[config.mk]
export PLATFORM = sky130hd
export DESIGN_NAME = fp_cvt_seq
export DESIGN_NICKNAME = d
export VERILOG_FILES = /design/src/rtl/ibex_pkg.sv /design/src/rtl/fp_cvt_seq.sv
export SDC_FILE = /design/constraint.sdc
export NUM_CORES = 1
export LEC_CHECK = 0
export BUFFER_PORTS_ARGS = -buffer_cell sky130_fd_sc_hd__buf_4
export CAP_MARGIN = 20
export CORE_ASPECT_RATIO = 1.1
export CORE_MARGIN = 4
export CORE_UTILIZATION = 30
export DETAILED_ROUTE_END_ITERATION = 7
export GPL_TIMING_DRIVEN = 1
export MAX_ROUTING_LAYER = met4
export PLACE_DENSITY_LB_ADDON = 0.25
export SYNTH_ARGS = -nofsm -noshare
export SYNTH_HDL_FRONTEND = slang
export SYNTH_SLANG_ARGS = --single-unit
[constraint.sdc]
create_clock -name clk_i -period 2.6 [get_ports clk_i]
set_input_delay 0.13 -clock clk_i [delete_from_list [all_inputs] [get_ports clk_i]]
set_output_delay 0.13 -clock clk_i [all_outputs]
set_load 0.1 [all_outputs]
[src/rtl/ibex_pkg.sv]
// Shared FPU types.
// Operand classes seen by the bfloat16-to-integer converter.
package ibex_pkg;

    typedef enum logic [2:0] {
        Normal   = 3'd0,
        Sub_Norm = 3'd1,
        Inf      = 3'd2,
        Neg_Inf  = 3'd3,
        NaN      = 3'd4
    } Classif_e;

endpackage

[src/rtl/fp_cvt_seq.sv]
// Request/response sequencer around the combinational bf16-to-int converter.
// Registers and classifies the operand, holds the converter inputs for a cycle.
module fp_cvt_seq
    import ibex_pkg::*;
#(
    parameter int TAG_W = 4
) (
    input  logic             clk_i,
    input  logic             rst_ni,
    input  logic             req_valid_i,
    output logic             req_ready_o,
    input  logic [15:0]      req_fp_i,
    input  logic             req_mode_i,
    input  logic [TAG_W-1:0] req_tag_i,
    output logic             resp_valid_o,
    input  logic             resp_ready_i,
    output logic [31:0]      resp_int_o,
    output logic [2:0]       resp_flag_o,
    output logic [TAG_W-1:0] resp_tag_o,
    output logic [15:0]      cvt_fp_o,
    output logic             cvt_mode_o,
    output Classif_e         cvt_classif_o,
    input  logic [31:0]      cvt_int_i,
    input  logic [2:0]       cvt_flag_i,
    input  logic             flush_i,
    input  logic             fflags_clr_i,
    output logic [2:0]       fflags_o,
    output logic             busy_o
);

    localparam logic [1:0] IDLE  = 2'd0;
    localparam logic [1:0] CLASS = 2'd1;
    localparam logic [1:0] CONV  = 2'd2;
    localparam logic [1:0] RESP  = 2'd3;

    logic [1:0]       state_q, state_d;
    logic [15:0]      fp_q, fp_d;
    logic             mode_q, mode_d;
    logic [TAG_W-1:0] tag_q, tag_d;
    Classif_e         cls_q, cls_d;
    logic [31:0]      res_q, res_d;
    logic [2:0]       flag_q, flag_d;
    logic [2:0]       fflags_q, fflags_d;

    logic     exp_max, exp_zero, man_nz, resp_hs;
    Classif_e cls_new;

    assign exp_max  = &fp_q[14:7];
    assign exp_zero = ~|fp_q[14:7];
    assign man_nz   = |fp_q[6:0];

    always_comb begin
        cls_new = Normal;
        unique case (1'b1)
            exp_max && man_nz:                cls_new = NaN;
            exp_max && !man_nz && !fp_q[15]: cls_new = Inf;
            exp_max && !man_nz && fp_q[15]:  cls_new = Neg_Inf;
            exp_zero && man_nz:               cls_new = Sub_Norm;
            default:                          cls_new = Normal;
        endcase
    end

    // A flush beats the response handshake, so it never touches fflags.
    assign resp_hs = (state_q == RESP) && resp_ready_i && !flush_i;

    always_comb begin
        state_d = state_q;
        fp_d    = fp_q;
        mode_d  = mode_q;
        tag_d   = tag_q;
        cls_d   = cls_q;
        res_d   = res_q;
        flag_d  = flag_q;
        unique case (state_q)
            IDLE: begin
                if (req_valid_i && !flush_i) begin
                    fp_d    = req_fp_i;
                    mode_d  = req_mode_i;
                    tag_d   = req_tag_i;
                    state_d = CLASS;
                end
            end
            CLASS: begin
                if (flush_i) begin
                    state_d = IDLE;
                end else if (exp_zero && !man_nz) begin
                    res_d   = '0;
                    flag_d  = '0;
                    state_d = RESP;
                end else begin
                    cls_d   = cls_new;
                    state_d = CONV;
                end
            end
            CONV: begin
                if (flush_i) begin
                    state_d = IDLE;
                end else begin
                    res_d   = cvt_int_i;
                    flag_d  = cvt_flag_i;
                    state_d = RESP;
                end
            end
            RESP: begin
                if (flush_i || resp_ready_i) begin
                    state_d = IDLE;
                end
            end
            default: state_d = IDLE;
        endcase
    end

    always_comb begin
        fflags_d = fflags_clr_i ? 3'b000 : fflags_q;
        if (resp_hs) begin
            fflags_d = fflags_d | flag_q;
        end
    end

    always_ff @(posedge clk_i or negedge rst_ni) begin
        if (!rst_ni) begin
            state_q  <= IDLE;
            fp_q     <= '0;
            mode_q   <= 1'b0;
            tag_q    <= '0;
            cls_q    <= Normal;
            res_q    <= '0;
            flag_q   <= '0;
            fflags_q <= '0;
        end else begin
            state_q  <= state_d;
            fp_q     <= fp_d;
            mode_q   <= mode_d;
            tag_q    <= tag_d;
            cls_q    <= cls_d;
            res_q    <= res_d;
            flag_q   <= flag_d;
            fflags_q <= fflags_d;
        end
    end

    assign req_ready_o   = (state_q == IDLE);
    assign busy_o        = (state_q != IDLE);
    assign resp_valid_o  = (state_q == RESP);
    assign resp_int_o    = res_q;
    assign resp_flag_o   = flag_q;
    assign resp_tag_o    = tag_q;
    assign cvt_fp_o      = fp_q;
    assign cvt_mode_o    = mode_q;
    assign cvt_classif_o = cls_q;
    assign fflags_o      = fflags_q;

endmodule

== Yosys cells after proc, flatten, opt, wreduce, memory -nomap -nowiden ==
Cells that the tools add are included.

* Register bits after elaboration: 64
* Output and inout port bits: 65
* Word-level logic and storage cells: 60
* Input port bits: 62

* Muxes and demuxes: 17
* Reductions and logical operators: 24
* Eq/ne operators: 8
* Bitwise gates (word level): 3

{| class="wikitable"
|+ Operators with widths
! kind !! number
|-
| $mux 32 || 3
|-
| $pmux 32 s2 || 1
|-
| $mux 3 || 5
|-
| $pmux 3 s4 || 1
|-
| $logic_and 1x1->1 || 9
|-
| $mux 2 || 4
|-
| $pmux 2 s4 || 1
|-
| $reduce_and 8->1 || 1
|-
| $reduce_or 8->1 || 1
|-
| $reduce_or 7->1 || 1
|-
| $ne 2x2->1 const B || 3
|-
| $pmux 3 s2 || 1
|-
| $eq 2x2->1 const B || 2
|-
| $logic_not 1->1 || 4
|-
| $ne 2x1->1 const B || 2
|-
| $reduce_and 2->1 || 2
|-
| $reduce_and 4->1 || 1
|-
| $reduce_bool 2->1 || 2
|-
| $or 3x3->3 || 1
|-
| $reduce_and 3->1 || 1
|-
| $eq 2x1->1 const B || 1
|-
| $logic_not 2->1 || 1
|-
| $not 1->1 || 2
|-
| $logic_or 1x1->1 || 1
|-
| $mux 1 || 1
|}

== Longest topological paths before layout ==
* Word-level depth: 6
* Gate-level depth with buffers: 5
* Gate-level depth less buffers: 4

== Worst setup path before layout ==
OpenSTA, ideal clock, no wires.

* Path kind: register to register
* Start: reg state_q[0]
* End: reg fp_q[11], in the netlist cvt_fp_o[11]
* Path buffers: 1
* Data required time: 2.474 ns
* Data arrival time: 3.830 ns
* Path slack: -1.355 ns
* Cell stages (with the launch flop): 6
* Library setup time: 0.126 ns
* Period minus slack after synthesis: 3.955 ns
* Cell sequence: dfrtp_1 -> nor2_1 -> inv_1 -> nor3b_1 -> buf_2 -> mux2_2

* Word-level cells in the longest chain between the ends: 2

{| class="wikitable"
|+ RTL lines
! element !! line !! text
|-
| start: declaration || fp_cvt_seq.sv:36 || <nowiki>logic [1:0] state_q, state_d;</nowiki>
|-
| start signal: assignment || fp_cvt_seq.sv:131 || <nowiki>state_q <= state_d;</nowiki>
|-
| $logic_not 2->1 || -- ||
|-
| via req_ready_o || fp_cvt_seq.sv:11 || <nowiki>output logic req_ready_o,</nowiki>
|-
| $reduce_and 2->1 (no source line) || -- ||
|-
| end signal: assignment || fp_cvt_seq.sv:132 || <nowiki>fp_q <= fp_d;</nowiki>
|-
| end: declaration || fp_cvt_seq.sv:37 || <nowiki>logic [15:0] fp_q, fp_d;</nowiki>
|}

The timed path passes the listed nets, and every way through them passes these cells.
A chain may end at the register's enable or synchronous reset.

== Final worst setup path ==
* Start: reg fp_q[2], in the netlist cvt_fp_o[2]
* End: reg res_q[7], in the netlist resp_int_o[7]

* Word-level cells in the longest chain between the ends: 5

{| class="wikitable"
|+ RTL lines
! element !! line !! text
|-
| $reduce_or 7->1 || fp_cvt_seq.sv:50 || <nowiki>assign man_nz = |fp_q[6:0];</nowiki>
|-
| $logic_not 1->1 || fp_cvt_seq.sv:86 || <nowiki>end else if (exp_zero && !man_nz) begin</nowiki>
|-
| $logic_and 1x1->1 || fp_cvt_seq.sv:86 ||
|-
| $ne 2x2->1 (no source line) || -- ||
|-
| $reduce_and 4->1 (no source line) || -- ||
|-
| end signal: assignment || fp_cvt_seq.sv:136 || <nowiki>res_q <= res_d;</nowiki>
|-
| end: declaration || fp_cvt_seq.sv:41 || <nowiki>logic [31:0] res_q, res_d;</nowiki>
|}

No other way between the ends.

==> metrics.txt <==
result of the run=completed; synthesized instance count=170; Final Hold Fails=0; Leak=1.95 nW; routability congestion estimate from global placement=0.710; number of max-capacitance violations reported=0; Resized Gates After CTS=0; post-synthesis cell area=0.00253 sq mm; Clk Latency, worst-skew pair=340 ps; class of the tightest hold or removal check=in2reg; final standard cell utilization of the core=0.493; DRC Markers=0; final cell area excluding filler cells=0.00398 sq mm; mean instance size in the synthesized netlist=14.9 sq um; number of distinct library cells after synthesis=28; smallest hold slack=19.4 ps; per-cell via count in the routed design=4.68; total power consumption of the routed design=5.30 mW; number of diodes added for antenna fixing=0; simple-gate share of the synthesized area=0.0790; pin slew with the least headroom to its limit=978 ps; wirelength, routed=6610 um; max-slew violation count=0; highest achievable clock rate=460 MHz; relative contribution of combinational cells to total power=0.565; Internal=2.37 mW; Post-Synth Adder-Cell Area=0; Synth Warn #=0; effective utilization at floorplan=0.313; wire length of the first global-routing pass=10400 um; number of inserted filler cells in the final layout=729; largest net degree at the start of global routing=65; ANT nets after route=0; cts bufs inserted=9; class of the most critical setup path=reg2reg; Synth-to-Final Area Change=57.2%; Root Buffer Master=sky130_fd_sc_hd__clkbuf_8; number of vias in the routed layout=2016; Global Route Usage Sum=0.138; Die Area=0.00998 sq mm; I/O pin count=127; TritonCTS sink count=64; areal power density over the cells=1330 mW/mm^2; leading cell types in the layout, fill and taps excluded=sky130_fd_sc_hd__buf_4 (128), sky130_fd_sc_hd__dfrtp_1 (63), sky130_fd_sc_hd__a22o_1 (30), sky130_fd_sc_hd__dlygate4sd3_1 (18), sky130_fd_sc_hd__mux2_4 (11); share of post-route cells with drive strength above 1=0.560; RSZ-0062 raised after global routing=no; clock network power share=0.159; maximum clock skew at final layout=15.7 ps; clock period minus worst slack=2170 ps; compound-cell area share of the yosys netlist=0.155; nature of the critical path startpoint=flop; # Post-CTS Setup Buffers=0; detailed-placement wirelength estimate=4480 um; Net Switching=2.92 mW; Final setup violation count=0; total congestion overflow after global routing=0; via count of the first global-routing pass=2110; reg-to-reg setup timing slack=430 ps; Pre-Repair DR Iteration Count=4; maximum number of buffers from clock root to sink=2; die outline width=95.6 um; register area share after synthesis=0.632; post-synthesis mux area share=0.0933; drt initial violations=61; H-tree Lvls=3; WL per Instance=15.3 um; clock slew at reported path FFs=70 ps; count of input and output buffers=126; element type at the critical path end=flop; Required @ worst endpoint=2820 ps; core area=0.00808 sq mm; arrival time worst endpoint=2390 ps; die height=104 um; portion of the clock cycle consumed by the worst path in the final layout=0.836; highest ir drop seen on vdd=605 uV; Sw Share=0.552; syn_nets=232; Seq cells post-synth=64; Max-Slew Margin vs Limit=0.348; number of nets in the finished design=380; Max FO, Critical Path=35; fraction of synthesized cell area in xor and xnor cells=0; main combinational cell family by area after synthesis=compound AO/OA/AOI/OAI gates; num rows=34; TritonCTS clock tree=done; most common cell after layout, fill and taps aside=sky130_fd_sc_hd__buf_4; initial antenna violation count=0; placement-stage cell area=0.00361 sq mm; relative contribution of sequential cells to total power=0.276
==> metrics by stage <==
stage	setup WS (ps)	instances	setup TNS [ps]
6_report	426	431	0
5_1_grt	269	431	0
4_1_cts	394	430	0
3_5_place_dp	442	397	0
3_3_place_gp	491	397	0
2_1_floorplan	-110	170	-2140
==> critical path, stage by stage (launching register included) <==
cell and delay [ps]:
sky130_fd_sc_hd__dfrtp_1 400, sky130_fd_sc_hd__or4_4 560, sky130_fd_sc_hd__nor4_4 310, sky130_fd_sc_hd__a31oi_4 420, sky130_fd_sc_hd__a22o_2 360
==> cells by family (layout without fill, tap and decap cells) <==
family / after synthesis / in the layout
flops: 64 / 64
compound gates: 45 / 45
simple gates: 27 / 27
mux: 21 / 21
buf+inv: 13 / 166
==> registers in the layout (all words and copies together) (netlist names) <==
signal / count
cvt_fp_o: 16
state_q: 2
fflags_o: 3
cvt_mode_o: 1
cvt_classif_o: 3
resp_tag_o: 4
resp_int_o: 32
resp_flag_o: 3
==> path summary, 6_finish.rpt <==
kind | from | end | cells after the start
worst min register to register | resp_tag_o[2]$_DFFE_PN0P_ | resp_tag_o[2]$_DFFE_PN0P_ | 1
worst max-delay path | cvt_fp_o[2]$_DFFE_PN0P_ | resp_int_o[7]$_DFFE_PN0P_ | 4
worst max register to register | cvt_fp_o[2]$_DFFE_PN0P_ | resp_int_o[7]$_DFFE_PN0P_ | 4
max in group asynchronous | rst_ni | state_q[0]$_DFFE_PN0P_ | 2
min in group asynchronous | rst_ni | resp_int_o[12]$_DFFE_PN0P_ | 2
worst min-delay path | cvt_int_i[30] | resp_int_o[30]$_DFFE_PN0P_ | 2
==> metal layers <==
metal  part of all wire  routed length [um]  up-vias  track usage
met5                  0                   0        -            -
met4              0.021                 142        0       0.0620
met3              0.099                 657       14       0.0507
met2               0.45                2980       97        0.200
met1               0.43                2830      968        0.170
li1                   -                   -      937            -
==> cell usage after synthesis <==
master | n | share of area
sky130_fd_sc_hd__dfrtp_1 | 64 | 0.63
sky130_fd_sc_hd__a22o_1 | 30 | 0.10
sky130_fd_sc_hd__mux2_2 | 17 | 0.076
sky130_fd_sc_hd__a22o_2 | 5 | 0.020
sky130_fd_sc_hd__o21ai_0 | 5 | 0.0099
sky130_fd_sc_hd__buf_6 | 4 | 0.018
sky130_fd_sc_hd__inv_1 | 4 | 0.0059
sky130_fd_sc_hd__mux2_1 | 4 | 0.018
sky130_fd_sc_hd__nand2_1 | 4 | 0.0059
sky130_fd_sc_hd__nand3_1 | 4 | 0.0079
sky130_fd_sc_hd__nand4_1 | 3 | 0.0074
sky130_fd_sc_hd__nor2_1 | 3 | 0.0044
sky130_fd_sc_hd__or4_1 | 3 | 0.0089
sky130_fd_sc_hd__a32o_1 | 2 | 0.0079
sky130_fd_sc_hd__buf_2 | 2 | 0.0040
sky130_fd_sc_hd__clkbuf_8 | 2 | 0.011
sky130_fd_sc_hd__nor3b_1 | 2 | 0.0059
sky130_fd_sc_hd__nor3b_4 | 2 | 0.015
sky130_fd_sc_hd__a21o_2 | 1 | 0.0035
sky130_fd_sc_hd__a21oi_1 | 1 | 0.0020
sky130_fd_sc_hd__a31oi_4 | 1 | 0.0084
sky130_fd_sc_hd__and2_1 | 1 | 0.0025
sky130_fd_sc_hd__clkbuf_2 | 1 | 0.0020
sky130_fd_sc_hd__nor2_2 | 1 | 0.0025
sky130_fd_sc_hd__nor2b_1 | 1 | 0.0025
sky130_fd_sc_hd__nor4_4 | 1 | 0.0084
sky130_fd_sc_hd__or3b_2 | 1 | 0.0035
sky130_fd_sc_hd__or4_4 | 1 | 0.0044
==> power groups by stage <==
stage | combinational [mW] | clock (mW) | sequential [mW]
after floorplan | 0.376 | 0 | 3.33
final | 2.99 | 0.840 | 1.46
after detailed placement | 2.99 | 0 | 1.48
after CTS | 3.01 | 0.875 | 1.47
after global routing | 3.07 | 0.915 | 1.51
after global placement | 2.97 | 0 | 1.49
==> what timing repair did <==
| action | in CTS | in global routing |
|---|---|---|
| endpoints found under the setup margin | 0 | 0 |
| endpoints found under the hold margin | 82 | 1 |
| hold buffers | 17 | 1 |
==> cell type report <==
| type | count | area [sq um] | share of cell area |
|---|---|---|---|
| multi-input combinational | 93 | 890 | 0.223 |
| timing repair buffer | 146 | 1140 | 0.286 |
| clock buffer | 9 | 124 | 0.0311 |
| sequential | 64 | 1600 | 0.402 |
| tap | 108 | 135 | 0.0339 |
| inverter | 4 | 18.8 | 0.00471 |
| clock inverter | 7 | 72.6 | 0.0182 |
(Power assumes the default switching activity.)
